<file path="config.mk">
export PLATFORM = sky130hd
export DESIGN_NAME = alu_cmd_ctrl
export DESIGN_NICKNAME = d
export VERILOG_FILES = /design/src/rtl/alu_cmd_ctrl.sv
export SDC_FILE = /design/constraint.sdc
export NUM_CORES = 1
export LEC_CHECK = 0
export CAP_MARGIN = 20
export CORE_MARGIN = 2
export CORE_UTILIZATION = 38
export CTS_CLUSTER_SIZE = 20
export DETAILED_ROUTE_END_ITERATION = 12
export GPL_TIMING_DRIVEN = 0
export PLACE_DENSITY = 0.86
export RECOVER_POWER = 25
export SLEW_MARGIN = 30
export SYNTH_ARGS = -nofsm -noshare
export SYNTH_HDL_FRONTEND = slang
export SYNTH_SLANG_ARGS = --single-unit
</file>
<file path="constraint.sdc">
create_clock -name CLK -period 2.33 [get_ports CLK]
set_input_delay 0.5825 -clock CLK [delete_from_list [all_inputs] [get_ports CLK]]
set_output_delay 0.5825 -clock CLK [all_outputs]
set_load 0.02 [all_outputs]
</file>
<file path="src/rtl/alu_cmd_ctrl.sv">
// Command/response controller for the signed ALU: registers operands and function,
// waits out the ALU output latency, captures the selected unit's result and flag.
module alu_cmd_ctrl #(
    parameter int WIDTH   = 16,
    parameter int ALU_LAT = 1,
    parameter int CNT_W   = 16
) (
    input  logic                 CLK,
    input  logic                 RST,
    input  logic                 cmd_valid,
    output logic                 cmd_ready,
    input  logic [WIDTH-1:0]     cmd_a,
    input  logic [WIDTH-1:0]     cmd_b,
    input  logic [3:0]           cmd_fun,
    output logic [WIDTH-1:0]     ALU_A,
    output logic [WIDTH-1:0]     ALU_B,
    output logic [3:0]           ALU_FUN,
    input  logic [2*WIDTH-1:0]   Arith_OUT,
    input  logic                 Carry_OUT,
    input  logic                 Arith_Flag,
    input  logic [WIDTH-1:0]     Logic_OUT,
    input  logic                 Logic_Flag,
    input  logic [WIDTH-1:0]     CMP_OUT,
    input  logic                 CMP_Flag,
    input  logic [WIDTH-1:0]     SHIFT_OUT,
    input  logic                 SHIFT_Flag,
    output logic                 rsp_valid,
    input  logic                 rsp_ready,
    output logic [2*WIDTH-1:0]   rsp_result,
    output logic                 rsp_carry,
    output logic                 rsp_flag,
    output logic [1:0]           rsp_unit,
    output logic                 busy,
    output logic [CNT_W-1:0]     op_count
);

    localparam int WCW = (ALU_LAT < 2) ? 1 : $clog2(ALU_LAT + 1);

    typedef enum logic [1:0] {
        IDLE,
        WAIT,
        CAPTURE,
        RESP
    } state_t;

    state_t               state, state_nx;
    logic [WCW-1:0]       wait_cnt;
    logic                 accept;
    logic                 complete;
    logic [2*WIDTH-1:0]   sel_result;
    logic                 sel_carry;
    logic                 sel_flag;

    always_ff @(posedge CLK) begin
        if (!RST) begin
            state <= IDLE;
        end else begin
            state <= state_nx;
        end
    end

    always_comb begin
        state_nx  = state;
        cmd_ready = 1'b0;
        rsp_valid = 1'b0;
        busy      = 1'b1;
        accept    = 1'b0;
        complete  = 1'b0;
        case (state)
            IDLE: begin
                cmd_ready = 1'b1;
                busy      = 1'b0;
                if (cmd_valid) begin
                    accept   = 1'b1;
                    state_nx = WAIT;
                end
            end
            // Leave when this edge's decrement takes the counter to zero.
            WAIT: begin
                if (wait_cnt == WCW'(1)) begin
                    state_nx = CAPTURE;
                end
            end
            CAPTURE: begin
                state_nx = RESP;
            end
            RESP: begin
                rsp_valid = 1'b1;
                if (rsp_ready) begin
                    complete = 1'b1;
                    state_nx = IDLE;
                end
            end
            default: begin
                state_nx = IDLE;
            end
        endcase
    end

    always_comb begin
        sel_result = '0;
        sel_carry  = 1'b0;
        sel_flag   = 1'b0;
        case (ALU_FUN[3:2])
            2'b00: begin
                sel_result = Arith_OUT;
                sel_carry  = Carry_OUT;
                sel_flag   = Arith_Flag;
            end
            2'b01: begin
                sel_result = {{WIDTH{Logic_OUT[WIDTH-1]}}, Logic_OUT};
                sel_flag   = Logic_Flag;
            end
            2'b10: begin
                sel_result = {{WIDTH{CMP_OUT[WIDTH-1]}}, CMP_OUT};
                sel_flag   = CMP_Flag;
            end
            default: begin
                sel_result = {{WIDTH{SHIFT_OUT[WIDTH-1]}}, SHIFT_OUT};
                sel_flag   = SHIFT_Flag;
            end
        endcase
    end

    always_ff @(posedge CLK) begin
        if (!RST) begin
            ALU_A      <= '0;
            ALU_B      <= '0;
            ALU_FUN    <= '0;
            wait_cnt   <= '0;
            rsp_result <= '0;
            rsp_carry  <= 1'b0;
            rsp_flag   <= 1'b0;
            rsp_unit   <= '0;
            op_count   <= '0;
        end else begin
            if (accept) begin
                ALU_A    <= cmd_a;
                ALU_B    <= cmd_b;
                ALU_FUN  <= cmd_fun;
                wait_cnt <= WCW'(ALU_LAT);
            end else if (state == WAIT) begin
                wait_cnt <= wait_cnt - 1'b1;
            end
            if (state == CAPTURE) begin
                rsp_result <= sel_result;
                rsp_carry  <= sel_carry;
                rsp_flag   <= sel_flag;
                rsp_unit   <= ALU_FUN[3:2];
            end
            if (complete) begin
                op_count <= op_count + 1'b1;
            end
        end
    end

endmodule

</file>
==> flow_summary.json <==
{
  "status": "completed",
  "use_met1": 0.2518,
  "ioPinCount": 216,
  "synth_top_area_cell": "dfxtp_1",
  "fin_crit_sh": 0.9592,
  "final_util": 0.6475,
  "ir_drop_uv": 564.5,
  "crit_cells": 2,
  "synth_nets": 554,
  "grt_pass1_wl_mm": 20.87,
  "synth.distinct_cells": 30,
  "drc": 0,
  "crit_slowest_cell": "clkdlybuf4s50_1",
  "hpwl_mm": 10.20,
  "fin_tns_setup_ps": 0,
  "grtUsageMet2": 0.4450,
  "gp_congestion": 0.8337,
  "clk_pin_slew_ps": 90,
  "antenna_left": 0,
  "setup_viol": 0,
  "clock_latency_ps": 350,
  "grt.overflow.total": 0,
  "synth_simple_gate_area_frac": 0.1740,
  "required_ps": 1750,
  "synth_fa_ha_area_frac": 0.01967,
  "die-area_sq_mm": 0.01086,
  "synth_top_family_by_area": "simple AND/OR/NAND/NOR gates",
  "worstSetupEndpointType": "output port",
  "syn2layout_area_growth_pct": 65.78,
  "clock.fmax_ghz": 0.4475,
  "core_area_sq_mm": 0.009774,
  "firstDrtPassIters": 4,
  "use_met3": 0.09461,
  "drt-initial-drc-count": 143,
  "maxCapViolations": 0,
  "vias": 3906,
  "power.density_mw_per_mm2": 870.5,
  "critical_path_class": "reg2out",
  "nets": 780,
  "grt_pass1_vias": 4095,
  "drive_above_1_share": 0.06269,
  "syn-instance-count": 423,
  "postCtsSetupBuffers": 0,
  "start_util": 0.3906,
  "synth_top_area_frac": 0.4772,
  "finalWirelength_mm": 12.89,
  "numCtsBuffers": 9,
  "antenna_found_initial": 0,
  "path_max_fanout": 8,
  "cpPeakStageDelay_ps": 630,
  "crit_family": "buffers and inverters",
  "die_h_microns": 104.2,
  "crit_path_start_kind": "flop",
  "final_cell_mix": "194 x clkdlybuf4s50_1, 99 x nand2_1, 91 x dfxtp_1",
  "antennaDiodeCount": 0,
  "synth.area.top_cells": "dfxtp_1 48%, nand2_1 9.7%, mux4_2 9.4%",
  "io_buffers": 215,
  "synth_compound_area_frac": 0.1160,
  "hold_path_class": "reg2reg",
  "crit_chain": "ha_2 > clkdlybuf4s50_1",
  "crit_arrival_ps": 1650,
  "rsz0062_at_grt": "no",
  "tightest_slew_ps": 705.5,
  "grt_busiest_layer": "met2",
  "final.min_clock_period_ps": 2235,
  "synth_seq_cells": 91,
  "dieWidth_microns": 104.2,
  "synthMuxAreaShare": 0.1498,
  "drv_slew": 0,
  "rows": 36,
  "synth_area_per_cell_sq_um": 9.025,
  "wire_per_inst_microns": 16.38,
  "yosys_warnings": 0,
  "clock_sinks": 91,
  "cts.path.max_buffers": 2,
  "syn_area_sq_mm": 0.003817,
  "viasPerCell": 4.963,
  "cts_max_level": 3,
  "layout_commonest_cell": "clkdlybuf4s50_1",
  "min_path_cells": 2,
  "hold_viol_final": 0,
  "leakagePower_nw": 2.346,
  "crit_buf_inv": 1,
  "ys_seq_area_frac": 0.4772,
  "grt_max_degree": 16,
  "track_usage": 0.2397,
  "cts-root-buf": "clkbuf_8",
  "reg2reg_depth": 6,
  "clock_skew_ps": 16.05,
  "cts_tree": "yes",
  "max_slew_margin": 0.5297,
  "synth_xor_xnor_area_share": 0.02524
}
-- path summary, 6_finish.rpt --
check | to | startpoint | slack (ps)
worst min register to register | ALU_B[2] | ALU_B[2] | 460
worst max register to register | rsp_result[14] | state[0] | 250
worst max-delay path | rsp_valid | state[0] | 100
worst min-delay path | ALU_B[2] | ALU_B[2] | 460
-- cell usage after synthesis, drive strengths merged --
master and count:
a211oi 1, a21oi 61, a222oi 1, and4 3, buf 7, clkbuf 19, dfxtp 91, ha 6
inv 9, mux2 1, mux2i 20, mux4 16, nand2 99, nand2b 2, nand3 8, nand4 5
nor2 33, nor3 2, nor4 1, o21ai 18, o31ai 4, or2 1, or4 4, xnor2 4
xor2 7
-- worst register-to-register path: stages (launching register included) --
cell	delay, ps
dfxtp_1	350
inv_1	110
ha_1	210
clkbuf_1	560
clkbuf_1	420
mux2i_1	260
nor2_1	50
-- through the flow --
stage                     cell area (sq um)  total power [mW]  hold slack, ps  worst slack [ps]  instances
after floorplan                        3817             3.423           510.6             518.8        423
after global placement                 6136             4.501           441.7            -43.13        771
after detailed placement               6136             4.594           447.1            -112.9        771
after CTS                              6324             5.605           460.2             5.719        787
after global routing                   6329             5.839           472.5             16.11        787
final                                  6329             5.509           457.0             95.18        787
-- logic make-up after synthesis --
family                     count (synthesis)
AOI/OAI and AO/OA                         85
xor gates and xnor gates                  11
adders and majority gates                  6
buffers and inverters                     35
DFF                                       91
muxes                                     37
and+or+nand+nor                          158
-- state kept, by name, summed over array words and instances, names as in the netlist --
name	count
rsp_unit	2
state	2
ALU_A	16
ALU_FUN	4
ALU_B	16
rsp_result	32
rsp_flag	1
op_count	16
rsp_carry	1
wait_cnt	1
-- routing by layer --
| layer | part of all wire | wire length, microns |
|---|---|---|
| met2 | 0.52 | 6692 |
| met1 | 0.38 | 4836 |
| met3 | 0.094 | 1210 |
| met5 | 0 | 0 |
| met4 | 0.012 | 150 |
-- what timing repair did --
item / CTS / global route
setup endpoints to repair: 1 / 2
hold buffers: 0 / 0
gates resized for setup: 1 / 2
-- cell type report --
type	count	area, sq um
Clock buffer	11	151.4
Inverter	9	33.78
Fill cell	787	3446
Timing Repair Buffer	215	2153
Sequential cell	91	1822
Buffer	26	111.4
Tap cell	133	166.4
Clock inverter	5	37.54
Multi-Input combinational cell	297	1853
-- report_power, final --
| group | switching, mW | internal (mW) |
|---|---|---|
| Sequential | 0.180 | 1.88 |
| Clock | 0.564 | 0.449 |
| Combinational | 1.31 | 1.13 |
No activity file was read; power rests on OpenSTA's default activity.
